### src/rtl/uart_rx_pkg.sv
// Shared types and helpers for the modify_uart_rx UART receiver.
package uart_rx_pkg;

    typedef enum logic [1:0] {IDLE, START, DATA, STOP} state_t;

    function automatic int bit_cycles(input int clk_mhz, input int baud);
        return (clk_mhz * 1_000_000) / baud;
    endfunction

endpackage

### src/rtl/uart_rx_sync.sv
// rx_pin synchronizer, falling-edge detect and sample voter.
// UART_RX_MAJORITY_EN selects a 2-of-3 vote over the last three synced values.
module uart_rx_sync (
    input  logic clk,
    input  logic n_reset,
    input  logic rx_pin,
    output logic rx_s,
    output logic fall,
    output logic vote
);
    import uart_rx_pkg::*;

    logic s1_q, s2_q, s3_q;
    logic s1_d, s2_d, s3_d;

    always_comb begin
        s1_d = rx_pin;
        s2_d = s1_q;
        s3_d = s2_q;
    end

    // Reset to the idle (high) level so a line held low at release reads as an edge
    always_ff @(posedge clk or negedge n_reset) begin
        if (!n_reset) begin
            s1_q <= 1'b1;
            s2_q <= 1'b1;
            s3_q <= 1'b1;
        end else begin
            s1_q <= s1_d;
            s2_q <= s2_d;
            s3_q <= s3_d;
        end
    end

    assign rx_s = s2_q;
    assign fall = s3_q & ~s2_q;

`ifdef UART_RX_MAJORITY_EN
    logic s4_q, s4_d;

    always_comb s4_d = s3_q;

    always_ff @(posedge clk or negedge n_reset) begin
        if (!n_reset) s4_q <= 1'b1;
        else          s4_q <= s4_d;
    end

    assign vote = (s2_q & s3_q) | (s2_q & s4_q) | (s3_q & s4_q);
`else
    assign vote = s2_q;
`endif

endmodule

### src/rtl/modify_uart_rx.sv
// UART receiver: start bit, Challenge_Bit data bits LSB-first, one stop bit.
// Optional UART_RX_MAJORITY_EN moves each decision one clock later and votes 2-of-3.
//
// state | meaning
// IDLE  | waiting for a falling edge on the synced line
// START | timing to mid start bit, rejecting glitches
// DATA  | sampling data bits at mid-bit, LSB first
// STOP  | checking the stop bit, publishing the word if high
module modify_uart_rx #(
    parameter int Challenge_Bit = 8,
    parameter int CLK_FRE       = 16,
    parameter int BAUD_RATE     = 115200
) (
    input  logic                     clk,
    input  logic                     n_reset,
    input  logic                     rx_pin,
    output logic [Challenge_Bit-1:0] rx_data,
    output logic                     rx_data_valid
);
    import uart_rx_pkg::*;

    localparam int BIT_CYC  = bit_cycles(CLK_FRE, BAUD_RATE);
    localparam int HALF_CYC = BIT_CYC / 2;
    localparam int CNT_W    = $clog2(BIT_CYC + 1);
    localparam int IDX_W    = $clog2(Challenge_Bit + 1);
`ifdef UART_RX_MAJORITY_EN
    localparam int OFS = 1;
`else
    localparam int OFS = 0;
`endif
    // Decisions land OFS cycles late; rearming the counter at OFS keeps bit timing unchanged
    localparam logic [CNT_W-1:0] START_HIT = CNT_W'(HALF_CYC - 1 + OFS);
    localparam logic [CNT_W-1:0] BIT_HIT   = CNT_W'(BIT_CYC - 1 + OFS);
    localparam logic [CNT_W-1:0] CNT_REARM = CNT_W'(OFS);
    localparam logic [IDX_W-1:0] LAST_IDX  = IDX_W'(Challenge_Bit - 1);

    logic rx_s, fall, vote;

    uart_rx_sync u_sync (
        .clk     (clk),
        .n_reset (n_reset),
        .rx_pin  (rx_pin),
        .rx_s    (rx_s),
        .fall    (fall),
        .vote    (vote)
    );

    state_t                   state_q, state_d;
    logic [CNT_W-1:0]         cnt_q, cnt_d;
    logic [IDX_W-1:0]         idx_q, idx_d;
    logic [Challenge_Bit-1:0] shift_q, shift_d;
    logic [Challenge_Bit-1:0] data_q, data_d;
    logic                     valid_q, valid_d;

    always_comb begin
        state_d = state_q;
        cnt_d   = cnt_q;
        idx_d   = idx_q;
        shift_d = shift_q;
        data_d  = data_q;
        valid_d = 1'b0;
        case (state_q)
            IDLE: begin
                if (fall && !rx_s) begin
                    state_d = START;
                    cnt_d   = '0;
                end
            end
            START: begin
                if (cnt_q == START_HIT) begin
                    if (!vote) begin
                        state_d = DATA;
                        idx_d   = '0;
                        cnt_d   = CNT_REARM;
                    end else begin
                        state_d = IDLE;
                    end
                end else begin
                    cnt_d = cnt_q + CNT_W'(1);
                end
            end
            DATA: begin
                if (cnt_q == BIT_HIT) begin
                    // LSB-first: after the last shift, bit 0 sits in shift_q[0]
                    shift_d = {vote, shift_q[Challenge_Bit-1:1]};
                    cnt_d   = CNT_REARM;
                    if (idx_q == LAST_IDX) begin
                        state_d = STOP;
                    end else begin
                        idx_d = idx_q + IDX_W'(1);
                    end
                end else begin
                    cnt_d = cnt_q + CNT_W'(1);
                end
            end
            STOP: begin
                if (cnt_q == BIT_HIT) begin
                    if (vote) begin
                        data_d  = shift_q;
                        valid_d = 1'b1;
                    end
                    state_d = IDLE;
                end else begin
                    cnt_d = cnt_q + CNT_W'(1);
                end
            end
            default: state_d = IDLE;
        endcase
    end

    always_ff @(posedge clk or negedge n_reset) begin
        if (!n_reset) begin
            state_q <= IDLE;
            cnt_q   <= '0;
            idx_q   <= '0;
            shift_q <= '0;
            data_q  <= '0;
            valid_q <= 1'b0;
        end else begin
            state_q <= state_d;
            cnt_q   <= cnt_d;
            idx_q   <= idx_d;
            shift_q <= shift_d;
            data_q  <= data_d;
            valid_q <= valid_d;
        end
    end

    assign rx_data       = data_q;
    assign rx_data_valid = valid_q;

endmodule

### config.mk
export PLATFORM = sky130hd
export DESIGN_NAME = modify_uart_rx
export DESIGN_NICKNAME = d
export VERILOG_FILES = /design/src/rtl/uart_rx_pkg.sv /design/src/rtl/uart_rx_sync.sv /design/src/rtl/modify_uart_rx.sv
export SDC_FILE = /design/constraint.sdc
export NUM_CORES = 1
export LEC_CHECK = 0
export ABC_AREA = 1
export BUFFER_PORTS_ARGS = -buffer_cell sky130_fd_sc_hd__buf_2
export CORE_MARGIN = 5
export CORE_UTILIZATION = 30
export CTS_CLUSTER_SIZE = 20
export DETAILED_ROUTE_END_ITERATION = 12
export SLEW_MARGIN = 20
export SYNTH_ARGS = -nofsm -noshare
export SYNTH_HDL_FRONTEND = slang
export SYNTH_SLANG_ARGS = --single-unit
### constraint.sdc
create_clock -name clk -period 3.6 [get_ports clk]
set_input_delay 0 -clock clk [delete_from_list [all_inputs] [get_ports clk]]
set_output_delay 0 -clock clk [all_outputs]
set_load 0.02 [all_outputs]
Word-level counts from Yosys, hierarchy flattened. Cells that the tools add are included.

Add/subtract/negate cells: 2. Equality and inequality tests: 15. Bitwise gates (word level): 2. Multiplexer cells: 21. Reduce and logical (&&, ||, !) cells: 9.

Operators with widths (number): 2-to-1 mux 8 bit (5); case mux 8 bit (4 select lines) (1); 2-to-1 mux 4 bit (4); inequality test 2 bit, second input constant (8); 2-to-1 mux 2 bit (6); AND reduction 5 bit (2); adder 8 x 1 -> 8 bit, second input constant (1); equality test 8 x 7 -> 1 bit, second input constant (1); equality test 8 bit, second input constant (1); case mux 2 bit (4 select lines) (1); case mux 4 bit (2 select lines) (1); AND reduction 3 bit (2); adder 4 x 1 -> 4 bit, second input constant (1); equality test 2 bit, second input constant (2); equality test 4 x 3 -> 1 bit, second input constant (1); 2-to-1 mux 1 bit (3); inequality test 3 bit, second input constant (1); equality test 2 x 1 -> 1 bit, second input constant (1); zero test 2 bit (1); AND reduction 2 bit (1); nonzero test 2 bit (1); AND 1 bit (1); logical AND 1 bit (1); zero test 1 bit (1); inverter 1 bit (1).

Output and inout bits: 9. Word-level logic and storage cells: 58. Bits of input ports: 3. Register bits: 34.

Logic depth before layout (Yosys ltp).
Word-level depth: 5. Gate-level depth with buffers: 10. Mapped depth without buffers: 10.

Cells and area by module. Synthesis repeated with hierarchy kept, for this count alone.

Cell total of the unflattened synthesis: 219. Area, all modules: 1848.0 µm².

Modules (own cells, without submodules): modify_uart_rx (cells each 213, times used 1, area each 1751.7 µm², sequential area each 775.7 µm²); uart_rx_sync (cells each 6, times used 1, area each 96.3 µm², sequential area each 78.8 µm²).

Worst setup path before layout. No wires, ideal clock.

Path type: register to register. Start point: register cnt_q[1]. End point: register shift_q[5]. Cell stages (with the launch flop): 11. Setup slack: 2.125 ns. Buffers on the path: 1. Data arrival time: 1.357 ns. Clock period less this slack: 1.475 ns. Data required time: 3.482 ns. Setup time: 0.118 ns. Path through: dfrtp_1 inv_1 ha_1 nand2_1 nor2_1 nand2_2 inv_2 nand2_2 buf_6 nand2_1 o21ai_2.

Cells in the longest elaborated chain, start to end: 2.

RTL lines: start: declaration (RTL line modify_uart_rx.sv:49) `logic [CNT_W-1:0] cnt_q, cnt_d;`; start signal: assignment (RTL line modify_uart_rx.sv:121) `cnt_q <= cnt_d;`; equality test 8 bit (RTL line modify_uart_rx.sv:83) `if (cnt_q == BIT_HIT) begin`; AND reduction 2 bit (no line); end signal: assignment (RTL line modify_uart_rx.sv:123) `shift_q <= shift_d;`; end: declaration (RTL line modify_uart_rx.sv:51) `logic [Challenge_Bit-1:0] shift_q, shift_d;`.

No other way between the ends. A chain may end at the register's enable or synchronous reset.

Worst setup path in the final report.
Start point: register cnt_q[1]. End point: register shift_q[0].

Same word-level chain as after synthesis.

==> flow_summary.toml <==
[worst_setup_path]
cp.arrival_ns = 1.86
crit_path_end_kind = "register"
reg2regPathDepth = 9
cp_cell_sequence = "inv_1 -> ha_1 -> nand2_1 -> nor2_1 -> nand2_2 -> inv_2 -> nand2_2 -> nand2_1 -> o21ai_2"
crit_type = "register to register"
cp_top_family = "simple AND/OR/NAND/NOR gates"
slowest_delay_ns = 0.43
worstPathMaxFanout = 16
startpoint_type = "register"
required_ns = 3.77
cp_slowest_cell = "dfrtp_1"
crit_buf_inv = 2
path_depth = 9

[grt]
antenna_found_initial = 0
grt_util_met1 = 0.1240
met3_usage = 0.03500
grt_pass1_vias = 1321
grt_max_degree = 35
globalRoute.busiestLayer = "met2"
grt_use_met2 = 0.1587
grt_usage = 0.09844
grt-ovfl-total = 0
grt_pass1_wl_mm = 5.927

[timing]
worstMarginPinSlew_ns = 0.7637
report.final.slew_viol_count = 0
period_needed_ns = 1.693
period_share = 0.4704
hold_viol = 0
tns_ns = 0
finalSetupViolCount = 0
fmax_ghz = 0.5906
relSlewSlack = 0.4909
setup_slack_ns = 1.907
grt_setup_unrepaired = "no"
worst_clock_skew_ns = 0.006596

[synth]
syn_avg_cell_area_um2 = 8.771
synthFlopType = "dfrtp_1"
ys_ff_latch = 34
netlist_instances = 204
synth_fp_nets = 211
ys_seq_area_frac = 0.4776
yosysWarnings = 0
synth_top_area_share = 0.4336
synth_top_cell_by_area = "dfrtp_1"
yosys-top-cells-count = "64 x nand2_1, 31 x dfrtp_1, 18 x inv_1, 17 x nand3_1, 17 x o21ai_2"
synth_area_um2 = 1789
synth_edf_count = 0
ys_async_sr_fraction = 1.000
synthTopCellsByArea = "dfrtp_1 43%, nand2_1 13%, o21ai_2 8.3%, nand3_1 4.8%, dfstp_2 4.4%"
yosysMostFrequentCell = "nand2_1"
ys_types = 26

[placement]
place.port_buffers = 11
dpl-instance-area_um2 = 1908
globalplace.congestion = 0.8417
preCtsSetupSlack_ns = 1.908
dp_hpwl_mm = 2.359

[drt]
first_iter_violations = 70
vias = 1327
routed_wl_mm = 3.251
antenna_left = 0
firstDrtPassIters = 4
avgViaCountPerCell = 4.468
drc = 0
wl_per_cell_um = 10.95

[clocking]
cts_tree = "yes"
cts_buffer_depth = 2
htreeDepth = 2
clk_pin_slew_ns = 0.08
cts.sinks = 34
cts-root-buf = "clkbuf_8"
clock_latency_ns = 0.29
numCtsBuffers = 5
post-cts-setup-buffers = 0

[finish]
nets = 228
seqCellArea_um2 = 854.6
multi_input_area_um2 = 807.0
drive_above_1_share = 0.2613
nFillCells = 591
final_area_um2 = 2018
syn_to_final_growth_pct = 12.80
antenna_cells = 0

[floorplanning]
fp.dieW_um = 87.23
rows = 28
core_um2 = 5851
die_y_um = 87.23
die_area_um2 = 7608
start_util = 0.3058
ioPinCount = 12

[min_path]
min_path_type = "input port to asynchronous set/reset pin"

[run]
maxCapViolCount = 0

[pwr]
ir_drop_mv = 0.2503
leakage_nw = 0.9930
powerDensity_nw_per_um2 = 508.0

[run_status]
status = "completed"
## layer usage
layer  share of wire  wire length [µm]
met5               0                 0
met3           0.034               112
met4          0.0086                28
met1            0.49              1594
met2            0.47              1515
## cell type report
type                    instances  share of cell area
repair buffers                 13             0.03720
clock buffers                   5             0.03410
multi-input cells             141              0.3999
well taps                      75             0.04650
clock inverters                 3             0.01054
inverters                      26             0.04836
flip-flops and latches         34              0.4234
## worst paths after layout
check	slack, ns	start	end
setup / recovery	1.91	cnt_q[1]	shift_q[0]
hold / removal	0.32	n_reset	rx_data[5]
setup reg to reg	1.91	cnt_q[1]	shift_q[0]
hold reg to reg	0.36	u_sync.s1_q	u_sync.rx_s
max in group asynchronous	2.79	n_reset	cnt_q[2]
min in group clk	0.36	u_sync.s1_q	u_sync.rx_s
## what timing repair did
item	in CTS	in global routing
resized for setup	0	0
endpoints found under the hold margin	32	0
hold buffers	2	0
## layout by cell type (no fill, tap or decap), types with 3 or more instances in the layout
master     n
nand4_1    4
nand2_1   64
nor2_1     8
nand2_2    4
nand3_1   17
dfstp_2    3
inv_1     18
ha_1       4
inv_2      8
buf_2     11
o21ai_2   17
xor2_1     5
o21ai_1    5
clkbuf_8   5
dfrtp_1   31
## metrics by stage
| step | hold slack (ns) | instances | utilization | total power, mW |
|---|---|---|---|---|
| after floorplan | -0.2956 | 204 | - | 0.6820 |
| after global placement | 0.1060 | 287 | 0.3261 | 0.7423 |
| after global routing | 0.3598 | 297 | 0.3450 | 1.092 |
| after detailed placement | 0.1083 | 287 | 0.3261 | 0.7473 |
| after CTS | 0.3462 | 297 | 0.3450 | 1.041 |
| final | 0.3194 | 297 | 0.3450 | 1.025 |
## cell families (layout without fill, tap and decap cells)
logic type	count (synthesis)	after routing	synth area share
DFF	34	34	0.4776
AOI/OAI and AO/OA	26	26	0.1119
xor gates and xnor gates	5	5	0.02447
buffers and inverters	29	47	0.07133
adders and majority gates	4	4	0.02797
and+or+nand+nor	106	106	0.2867
## power breakdown
part	internal [mW]	switching [mW]	leakage (nW)	total, mW
combinational	0.0840	0.187	0.490	0.271
sequential	0.411	0.0579	0.459	0.469
clock	0.136	0.150	0.0441	0.285
## sequential cells by signal, indices dropped and copies added, names as in the netlist, named ones only
register       cells
shift_q            8
u_sync.s1_q        1
cnt_q              8
idx_q              4
rx_data_valid      1
u_sync.s3_q        1
u_sync.rx_s        1
rx_data            8
state_q            1
(Power assumes the default switching activity.)
